--- config.mk ---
export PLATFORM = sky130hd
export DESIGN_NAME = router_fifo_pkt
export DESIGN_NICKNAME = d
export VERILOG_FILES = /design/src/rtl/router_fifo_pkt.sv
export SDC_FILE = /design/constraint.sdc
export NUM_CORES = 1
export LEC_CHECK = 0
export ABC_AREA = 0
export CAP_MARGIN = 20
export CORE_MARGIN = 4
export CORE_UTILIZATION = 26
export DETAILED_ROUTE_END_ITERATION = 12
export GPL_TIMING_DRIVEN = 0
export HOLD_SLACK_MARGIN = 0.05
export MAX_ROUTING_LAYER = met4
export SLEW_MARGIN = 10
export SYNTH_ARGS = -nofsm -noshare
export SYNTH_HDL_FRONTEND = slang
export SYNTH_SLANG_ARGS = --single-unit
--- constraint.sdc ---
create_clock -name clock -period 4.22 [get_ports clock]
set_input_delay 0.844 -clock clock [delete_from_list [all_inputs] [get_ports clock]]
set_output_delay 0.844 -clock clock [all_outputs]
set_load 0.02 [all_outputs]
--- src/rtl/router_fifo_pkt.sv ---
// router_fifo_pkt: packet-aware router output FIFO with header tagging, remaining-length tracking and fill status.
// Optional build macro ROUTER_FIFO_PKT_ERR_EN enables the sticky err_flag (overflow, underflow, truncated packet).
module router_fifo_pkt #(
   parameter int DATA_W    = 8,
   parameter int ADDR_W    = 4,
   parameter int LEN_MSB   = 7,
   parameter int LEN_LSB   = 2,
   parameter int AFULL_LVL = 14
) (
   input  logic              clock,
   input  logic              resetn,
   input  logic              soft_reset,
   input  logic              write_enb,
   input  logic              read_enb,
   input  logic              lfd_state,
   input  logic [DATA_W-1:0] data_in,
   output logic [DATA_W-1:0] data_out,
   output logic              out_valid,
   output logic              full,
   output logic              empty,
   output logic              almost_full,
   output logic [ADDR_W:0]   fill_level,
   output logic              pkt_done,
   output logic              err_flag
);
   localparam int DEPTH = 1 << ADDR_W;
   localparam int REM_W = (ADDR_W + 3 < 7) ? 7 : ADDR_W + 3;

   logic [DATA_W:0]   mem [DEPTH];
   logic [ADDR_W:0]   wr_ptr, rd_ptr;
   logic [REM_W-1:0]  rem, rem_nxt;
   logic [DATA_W:0]   rd_entry;
   logic              tag_q, wr_ok, rd_ok, rd_tag, clr;

   assign clr         = !resetn || soft_reset;
   assign full        = (wr_ptr[ADDR_W] != rd_ptr[ADDR_W]) && (wr_ptr[ADDR_W-1:0] == rd_ptr[ADDR_W-1:0]);
   assign empty       = wr_ptr == rd_ptr;
   assign fill_level  = wr_ptr - rd_ptr;
   assign almost_full = fill_level >= (ADDR_W+1)'(AFULL_LVL);
   assign wr_ok       = write_enb && !full;
   assign rd_ok       = read_enb && !empty;
   assign rd_entry    = mem[rd_ptr[ADDR_W-1:0]];
   assign rd_tag      = rd_entry[DATA_W];

   // A header read reloads the count (payload plus parity); payload reads count down to zero.
   always_comb begin
      rem_nxt = !rd_ok ? rem
              : rd_tag ? REM_W'(rd_entry[LEN_MSB:LEN_LSB]) + REM_W'(1)
              : (rem != '0) ? rem - REM_W'(1) : rem;
   end

   // Storage: each entry carries the delayed header tag alongside the byte.
   always_ff @(posedge clock) begin
      if (wr_ok && !clr) mem[wr_ptr[ADDR_W-1:0]] <= {tag_q, data_in};
   end

   // Pointer, tag, remaining-count and status pulses; flush clears them all.
   always_ff @(posedge clock) begin
      if (clr) begin
         wr_ptr    <= '0;
         rd_ptr    <= '0;
         rem       <= '0;
         tag_q     <= 1'b0;
         out_valid <= 1'b0;
         pkt_done  <= 1'b0;
      end else begin
         if (wr_ok) wr_ptr <= wr_ptr + 1'b1;
         if (rd_ok) rd_ptr <= rd_ptr + 1'b1;
         rem       <= rem_nxt;
         tag_q     <= lfd_state;
         out_valid <= rd_ok;
         pkt_done  <= rd_ok && !rd_tag && (rem == REM_W'(1));
      end
   end

   // Read data survives a channel flush; only a full reset clears it.
   always_ff @(posedge clock) begin
      if (!resetn) data_out <= '0;
      else if (!soft_reset && rd_ok) data_out <= rd_entry[DATA_W-1:0];
   end

`ifdef ROUTER_FIFO_PKT_ERR_EN
   logic err_q;
   // Sticky error on overflow, underflow or a header arriving before the previous packet finished.
   always_ff @(posedge clock) begin
      if (clr) err_q <= 1'b0;
      else if ((write_enb && full) || (read_enb && empty) || (rd_ok && rd_tag && rem != '0)) err_q <= 1'b1;
   end
   assign err_flag = err_q;
`else
   assign err_flag = 1'b0;
`endif
endmodule

==> metrics.yaml <==
pwr:
  p_switching_mw: 0.7420
  seq_power_share_pct: 53.1
  combPwrFrac_pct: 3.4
  power_leakage_nw: 2.816
  ir_worst_vdd_uv: 200.5
  p_int_mw: 2.812
  powerDensity_mw_per_mm2: 407.9
  switching_share_pct: 20.88
  power_frac_clock_pct: 43.5
setup_path:
  reg2reg_depth: 7
  r2r_end: "mem[11][4]"
  start_kind: "register"
  path_max_fanout: 4
  worst-r2r-setup-slack_ns: 1.28
  cp-end-kind: "primary output"
  cp.arrival_ns: 2.78
  critPathKind: "register to primary output"
  crit-reg2reg-launch: "wr_ptr[0]"
  crit_required_ns: 3.38
timing:
  finalHoldViolCount: 0
  period_needed_ns: 3.628
  post-route-period-util_pct: 85.98
  fmax_mhz: 275.6
  finalSetupViolCount: 0
  worst-slew-pin-transition_ns: 1.123
  fin_hold_ws_ns: 0.5200
  slew_violations: 0
  clock_skew_ns: 0.009493
  rsz0062_at_grt: "false"
  relSlewSlack_pct: 24.86
  totalNegativeSetupSlack_ns: 0
synthesis:
  synth_area_mm2: 0.007224
  synth-edff-count: 144
  async_reset_ff_share_pct: 0
  ys.flop_type: "edfxtp_1"
  yosysSeqAreaShare_pct: 68.72
  ys_types: 50
  syn_avg_cell_area_um2: 16.80
  syn-instance-count: 430
  synth_area_leader_cell: "edfxtp_1"
  ys_ff_latch: 176
  synthTopCellsByArea: "edfxtp_1, mux4_2, dfxtp_1"
  yosys_warnings: 0
  synth_top_area_share_pct: 59.85
  syn_nets: 458
placed_design:
  io_buffers: 31
  hpwlAfterDp_mm: 11.09
  gp_congestion: 0.8618
  dp_cells: 842
drt:
  drt_iter0_drc: 359
  drc: 0
  num_vias: 3885
  wl_per_cell_um: 17.79
  firstDrtPassIters: 5
  via_per_inst: 4.435
  routed_wirelength_mm: 15.59
  drtAntennaViolNets: 0
cts:
  cts_buffer_depth: 2
  cts_setup_buffers: 0
  clkSinkCount: 176
  clk_pin_slew_ns: 0.07
  cts_tree: "built"
  ctsHoldBuffers: 0
  cts_htree_levels: 4
  cts_root_buffer: "clkbuf_16"
  cts-resized-gates: 0
  clock_latency_ns: 0.42
  cts_buffers: 17
hold_path:
  hold_path_class: "register to register"
  holdPathStages: 2
  worstHoldStart: "data_out[7]"
  holdPathEnd: "data_out[7]"
finish:
  final_core_util_pct: 32.06
  area_growth_pct: 20.61
  final_common_cell: "edfxtp_1"
  diodes: 0
  layoutNonFillerInstCount: 876
  drive_gt1_share_pct: 17.66
  final_cell_mix: "edfxtp_1, dfxtp_1, mux4_2, nor2_1, clkdlybuf4s50_1"
  nets: 519
global_routing:
  grt_pass1_vias: 4063
  antenna_found_initial: 0
  grt_pass1_wl_mm: 24.34
  grt_use_total_pct: 10.85
  grt_max_degree: 17
  grt_overflow: 0
die:
  io_pins: 33
  die_width_um: 174.7
  rows: 60
  core_area_mm2: 0.02718
  die-height_um: 174.7
  start_util_pct: 26.58
  dieArea_mm2: 0.03052
flow_run:
  timing.max_cap.violations: 0
status:
  status: "finished clean"
-- synth_stat cells (7+ instances only) --
| master | n |
|---|---|
| a21oi_1 | 15 |
| mux4_2 | 31 |
| a22oi_1 | 11 |
| dfxtp_1 | 32 |
| edfxtp_1 | 144 |
| mux4_1 | 7 |
| inv_1 | 11 |
| nand2_1 | 24 |
| nor2b_1 | 12 |
| xnor2_1 | 8 |
| ha_1 | 13 |
| nor2_1 | 31 |
| xor2_1 | 7 |
| mux2i_1 | 11 |
-- sequential cells by signal, summed over array words and instances, names as in the netlist, named ones only --
register / count
mem: 144
out_valid: 1
wr_ptr: 5
pkt_done: 1
rem: 7
tag_q: 1
rd_ptr: 5
data_out: 8
-- stage by stage --
| step | instance area, um^2 | power [mW] | setup slack (ns) |
|---|---|---|---|
| after detailed placement | 8118 | 2.048 | 0.5822 |
| final | 8713 | 3.554 | 0.5916 |
| after global routing | 8713 | 3.667 | 0.4079 |
| after CTS | 8698 | 3.575 | 0.5553 |
| after floorplan | 7224 | 1.988 | 1.512 |
| after global placement | 8000 | 2.041 | -0.1012 |
-- how the worst max path moves through the flow --
stage | slack, ns | startpoint | end
CTS | 0.56 | wr_ptr[0] | almost_full
detailed placement | 0.58 | resetn | mem[5][6]
finish | 0.59 | wr_ptr[0] | almost_full
global placement | -0.10 | resetn | mem[0][6]
floorplan | 1.51 | wr_ptr[0] | almost_full
global route | 0.41 | wr_ptr[0] | almost_full
-- kinds of logic (layout without fill, tap and decap cells) --
| family | after synthesis | count (layout) | synth area share, % |
|---|---|---|---|
| AOI/OAI and AO/OA | 51 | 51 | 4.780 |
| and+or+nand+nor | 94 | 94 | 6.062 |
| muxes | 51 | 51 | 14.10 |
| buffers and inverters | 28 | 102 | 1.940 |
| other | 1 | 1 | 0.05191 |
| DFF | 176 | 176 | 68.72 |
| adders and majority gates | 14 | 14 | 2.529 |
| xor gates and xnor gates | 15 | 15 | 1.819 |
-- final cells by class --
class	count	area, um^2
Clock inverter	15	155.1
Tap cell	372	465.4
Clock buffer	17	425.4
Timing Repair Buffer	42	422.9
Buffer	17	98.84
Fill cell	2626	18460
Sequential cell	176	4965
Inverter	11	41.29
Multi-Input combinational cell	226	2140
-- critical path, stage by stage, from the launching register on --
cell and delay, ns:
dfxtp_1 0.35, inv_1 0.16, ha_1 0.17, inv_1 0.06, fa_1 0.40, a21o_1 0.18, a21oi_1 0.17, xnor2_1 0.16
a31o_2 0.13, clkdlybuf4s50_1 0.59
-- metal layers --
metal  global-route usage, %  vias to the layer above  share of wire [%]
li1                        -                     1802                  -
met1                   12.92                     1969                 41
met2                   18.45                      103                 53
met3                   2.834                       11                5.3
met4                   2.815                        0               0.86
met5                       -                        -                  0
-- power groups by stage --
| stage | logic, mW | clock network (mW) | registers [mW] |
|---|---|---|---|
| global route | 0.133 | 1.65 | 1.89 |
| global placement | 0.116 | 0 | 1.92 |
| floorplan | 0.0615 | 0 | 1.93 |
| CTS | 0.123 | 1.56 | 1.89 |
| detailed placement | 0.122 | 0 | 1.93 |
| finish | 0.122 | 1.54 | 1.89 |
Power figures use the tool's default switching activity.
